[config.mk]
export PLATFORM = sky130hd
export DESIGN_NAME = alu_arbiter
export DESIGN_NICKNAME = d
export VERILOG_FILES = /design/src/rtl/alu_arbiter.sv
export SDC_FILE = /design/constraint.sdc
export NUM_CORES = 1
export LEC_CHECK = 0
export CAP_MARGIN = 0
export CORE_MARGIN = 2
export CORE_UTILIZATION = 39
export DETAILED_ROUTE_END_ITERATION = 10
export PLACE_DENSITY = 0.81
export REMOVE_ABC_BUFFERS = 1
export SLEW_MARGIN = 40
export SYNTH_ARGS = -nofsm -noshare
export SYNTH_HDL_FRONTEND = slang
export SYNTH_SLANG_ARGS = --single-unit
[constraint.sdc]
create_clock -name clk -period 2.3 [get_ports clk]
set_input_delay 0.23 -clock clk [delete_from_list [all_inputs] [get_ports clk]]
set_output_delay 0.23 -clock clk [all_outputs]
set_load 0.01 [all_outputs]
[src/rtl/alu_arbiter.sv]
// Two-requester round-robin front end for a shared, externally registered ALU.
// One operation is in flight at a time; illegal modes are answered locally with an error.
module alu_arbiter #(
  parameter int unsigned WIDTH = 32
) (
  input  logic             clk,
  input  logic             rst_n,

  input  logic             req0_valid,
  output logic             req0_ready,
  input  logic [WIDTH-1:0] req0_a,
  input  logic [WIDTH-1:0] req0_b,
  input  logic [3:0]       req0_mode,

  input  logic             req1_valid,
  output logic             req1_ready,
  input  logic [WIDTH-1:0] req1_a,
  input  logic [WIDTH-1:0] req1_b,
  input  logic [3:0]       req1_mode,

  output logic             resp0_valid,
  input  logic             resp0_ready,
  output logic             resp1_valid,
  input  logic             resp1_ready,
  output logic [WIDTH-1:0] resp_res,
  output logic             resp_zero,
  output logic             resp_err,

  output logic [WIDTH-1:0] alu_a,
  output logic [WIDTH-1:0] alu_b,
  output logic [3:0]       alu_mode,
  input  logic [WIDTH-1:0] alu_res,
  input  logic             alu_zero,

  output logic             busy
);

  typedef enum logic [1:0] {
    StIdle  = 2'd0,
    StIssue = 2'd1,
    StCapt  = 2'd2,
    StResp  = 2'd3
  } state_e;

  state_e           state_q;
  logic             ptr_q;
  logic             grant_q;
  logic [WIDTH-1:0] alu_a_q;
  logic [WIDTH-1:0] alu_b_q;
  logic [3:0]       alu_mode_q;
  logic [WIDTH-1:0] resp_res_q;
  logic             resp_zero_q;
  logic             resp_err_q;

  logic             any_req;
  logic             win;
  logic [WIDTH-1:0] sel_a;
  logic [WIDTH-1:0] sel_b;
  logic [3:0]       sel_mode;
  logic             sel_legal;
  logic             resp_hs;

  function automatic logic mode_legal(input logic [3:0] m);
    case (m)
      4'b0000, 4'b0001, 4'b0010, 4'b0110, 4'b0111, 4'b1100: return 1'b1;
      default:                                             return 1'b0;
    endcase
  endfunction

  // win=1 selects requester 1; the pointer only matters under contention.
  always_comb begin
    any_req = req0_valid | req1_valid;
    if (req0_valid && req1_valid) begin
      win = ptr_q;
    end else begin
      win = req1_valid;
    end
    sel_a     = win ? req1_a    : req0_a;
    sel_b     = win ? req1_b    : req0_b;
    sel_mode  = win ? req1_mode : req0_mode;
    sel_legal = mode_legal(sel_mode);
    resp_hs   = (state_q == StResp) && (grant_q ? resp1_ready : resp0_ready);
  end

  always_ff @(posedge clk) begin
    if (!rst_n) begin
      state_q     <= StIdle;
      ptr_q       <= 1'b0;
      grant_q     <= 1'b0;
      alu_a_q     <= '0;
      alu_b_q     <= '0;
      alu_mode_q  <= 4'b0000;
      resp_res_q  <= '0;
      resp_zero_q <= 1'b0;
      resp_err_q  <= 1'b0;
    end else begin
      unique case (state_q)
        StIdle: begin
          if (any_req) begin
            grant_q <= win;
            if (sel_legal) begin
              alu_a_q    <= sel_a;
              alu_b_q    <= sel_b;
              alu_mode_q <= sel_mode;
              state_q    <= StIssue;
            end else begin
              // Illegal ops never reach the ALU; its inputs keep the prior op.
              resp_res_q  <= '0;
              resp_zero_q <= 1'b0;
              resp_err_q  <= 1'b1;
              state_q     <= StResp;
            end
          end
        end
        StIssue: begin
          state_q <= StCapt;
        end
        StCapt: begin
          resp_res_q  <= alu_res;
          resp_zero_q <= alu_zero;
          resp_err_q  <= 1'b0;
          state_q     <= StResp;
        end
        StResp: begin
          if (resp_hs) begin
            ptr_q   <= ~grant_q;
            state_q <= StIdle;
          end
        end
      endcase
    end
  end

  assign req0_ready  = rst_n && (state_q == StIdle) && req0_valid && !win;
  assign req1_ready  = rst_n && (state_q == StIdle) && req1_valid && win;
  assign resp0_valid = (state_q == StResp) && !grant_q;
  assign resp1_valid = (state_q == StResp) && grant_q;
  assign resp_res    = resp_res_q;
  assign resp_zero   = resp_zero_q;
  assign resp_err    = resp_err_q;
  assign alu_a       = alu_a_q;
  assign alu_b       = alu_b_q;
  assign alu_mode    = alu_mode_q;
  assign busy        = (state_q != StIdle);

endmodule

==> impl_metrics.env <==
export IMPL_clk_pin_slew_ns=0.07
export IMPL_vdd_drop_max_mv=0.748
export IMPL_dp_hpwl_um=12100
export IMPL_slowest_stage="a2111oi_0"
export IMPL_clock_sinks=106
export IMPL_finalCriticalPeriod_ns=2.20
export IMPL_cts_tree="done"
export IMPL_multi_input_area_um2=2640
export IMPL_synthArstFlopShare=0
export IMPL_clockBufferDepth=2
export IMPL_vias=5031
export IMPL_track_usage=0.237
export IMPL_cts_inserted_buffers=9
export IMPL_routed_wl_um=16900
export IMPL_yosys_warnings=0
export IMPL_grt_max_degree=75
export IMPL_area_delta_synth_final_pct=66.3
export IMPL_worstSetupStartpointType="primary input"
export IMPL_placed_area_um2=8090
export IMPL_drc_errors=0
export IMPL_grtUsageMet1=0.263
export IMPL_fin_crit_sh=0.955
export IMPL_core_um2=12600
export IMPL_dieArea_um2=13900
export IMPL_clock_latency_ns=0.35
export IMPL_worstPathCellList="clkdlybuf4s50_1, or2_2, a221o_1, and2_2, buf_12, a2111oi_0, a31o_2"
export IMPL_worstPathRequired_ns=2.59
export IMPL_vias_per_cell=5.63
export IMPL_avgRoutedWirePerCell_um=18.9
export IMPL_finalPower_w=0.00674
export IMPL_max_stage_delay_ns=0.49
export IMPL_met3_usage=0.0843
export IMPL_ys_seq_area_frac=0.420
export IMPL_worstMarginPinSlew_ns=0.569
export IMPL_path_max_fanout=37
export IMPL_ant_nets=0
export IMPL_p_sw_w=0.00223
export IMPL_initialDrtViolationCount=365
export IMPL_dpl_cell_count=877
export IMPL_cell_internal_pwr_w=0.00452
export IMPL_netlist_top_cells_count="106 x dfxtp_1, 68 x mux2i_1, 48 x a2111oi_0"
export IMPL_power_density_nw_per_um2=803
export IMPL_seq_area_um2=2120
export IMPL_synth_cells=467
export IMPL_die_x_um=118
export IMPL_critical_path_top_delay_family="compound AO/OA/AOI/OAI gates"
export IMPL_worst_path_buf_inv=2
export IMPL_antenna_found_initial=0
export IMPL_drtPass1Iterations=4
export IMPL_synth_edff_count=0
export IMPL_grt_pass1_wl_um=26800
export IMPL_drive_above_1_share=0.121
export IMPL_ctsHoldBuffers=0
export IMPL_yosys_area_top_type="dfxtp_1"
export IMPL_num_rows=41
export IMPL_synthTopCellsByArea="dfxtp_1 42%, mux2i_1 13%, a2111oi_0 8.3%, a31o_1 6.2%, a22o_1 5.9%"
export IMPL_pwr_share_comb=0.418
export IMPL_power_share_clock=0.231
export IMPL_ys_types=39
export IMPL_busiest_layer="met2"
export IMPL_synth_most_common_cell="dfxtp_1"
export IMPL_p_leak_nw=3.26
export IMPL_fin_setup_tns_ns=0
export IMPL_critPathKind="in -> reg"
export IMPL_nNetsFinal=894
export IMPL_overflow=0
export IMPL_num_antenna_cells=0
export IMPL_seqPwrFrac=0.352
export IMPL_fmax_mhz=455
export IMPL_grt_pass1_vias=5223
export IMPL_cp_end_kind="register"
export IMPL_port_buffers=281
export IMPL_post_route_cell_area_um2=8390
export IMPL_holdWs_ns=0.359
export IMPL_synthFlopType="dfxtp_1"
export IMPL_timing_max_cap_violations=0
export IMPL_stdcell_count=893
export IMPL_hold_viol=0
export IMPL_ios=282
export IMPL_root_buffer="clkbuf_16"
export IMPL_cts_setup_buffers=0
export IMPL_synth_area_um2=5050
export IMPL_fin_skew_ns=0.00687
export IMPL_fp_dieH_um=118
export IMPL_htreeDepth=3
export IMPL_post_synth_cell_area_avg_um2=10.8
export IMPL_relSlewSlack=0.621
export IMPL_slew_viol_final=0
export IMPL_hp_class="in -> reg"
export IMPL_arrival_ns=2.49
export IMPL_rsz0062_at_grt="false"
export IMPL_finalSetupViolCount=0
export IMPL_nFillCells=987
export IMPL_start_util=0.400
export IMPL_ys_ff_latch=106
export IMPL_grt_util_met2=0.412
export IMPL_status="finished clean"
export IMPL_switching_share=0.330
export IMPL_synth_top_area_share=0.420
export IMPL_gp_congestion=0.787
## area by class of cell
type                            count  share of cell area
Inverter                            6             0.00268
Tap cell                          172              0.0256
Sequential cell                   106               0.253
Clock buffer                       10              0.0285
Clock inverter                      6             0.00790
Timing Repair Buffer              300               0.368
Multi-Input combinational cell    293               0.315
## sequential cells by signal (all words and copies together) (netlist names), 2 cells and up
signal    cells
alu_a        32
alu_b        32
alu_mode      4
resp_res     32
state_q       2
## metrics by stage
stage / setup WS, ns / util
after global routing: 0.00380 / 0.665
after global placement: -0.0972 / 0.641
after CTS: 0.133 / 0.665
after floorplan: -1.17 / -
after detailed placement: -0.239 / 0.641
final: 0.104 / 0.665
## repair_timing
item,4_1_cts,5_1_grt
endpoints found under the setup margin,0,2
resized for setup,0,2
hold endpoints to repair,0,0
## kinds of logic (layout without fill, tap and decap cells)
family	Yosys count	count (layout)	synth area share
fa+ha+maj	3	3	0.00744
xor+xnor	2	2	0.00347
compound gates	187	187	0.337
buf+inv	68	322	0.0640
mux	68	68	0.135
flops	106	106	0.420
simple gates	33	33	0.0325
## worst paths after layout
check	start	to	slack, ns	depth (start not counted)
worst max-delay path	req0_mode[2]	alu_a[14]	0.10	7
worst min-delay path	rst_n	resp_err	0.36	2
worst max register to register	ptr_q	alu_a[14]	0.21	6
worst min register to register	alu_a[25]	alu_a[25]	0.48	1
## power by group through the flow
stage / Combinational (W) / Sequential (W) / Clock [W]
after detailed placement: 0.00281 / 0.00240 / 0
after CTS: 0.00283 / 0.00237 / 0.00159
final: 0.00282 / 0.00237 / 0.00156
after global routing: 0.00301 / 0.00241 / 0.00166
after floorplan: 0.00114 / 0.00252 / 0
after global placement: 0.00273 / 0.00239 / 0
## layer usage
metal / up-vias / routed length, um / part of all wire
li1: 2370 / - / -
met1: 2398 / 6510 / 0.39
met2: 234 / 8210 / 0.49
met3: 29 / 1690 / 0.10
met4: 0 / 446 / 0.026
met5: - / 0 / 0
## cells in the final DEF (no fill, tap or decap), types with 11 or more instances in the layout
cell type,count
a2111oi_0,46
a2111oi_1,12
a22o_1,34
a31o_1,36
a31o_2,32
buf_12,11
clkdlybuf4s50_1,280
dfxtp_1,106
mux2i_1,68
nor2_1,11
Power figures use the tool's default switching activity.
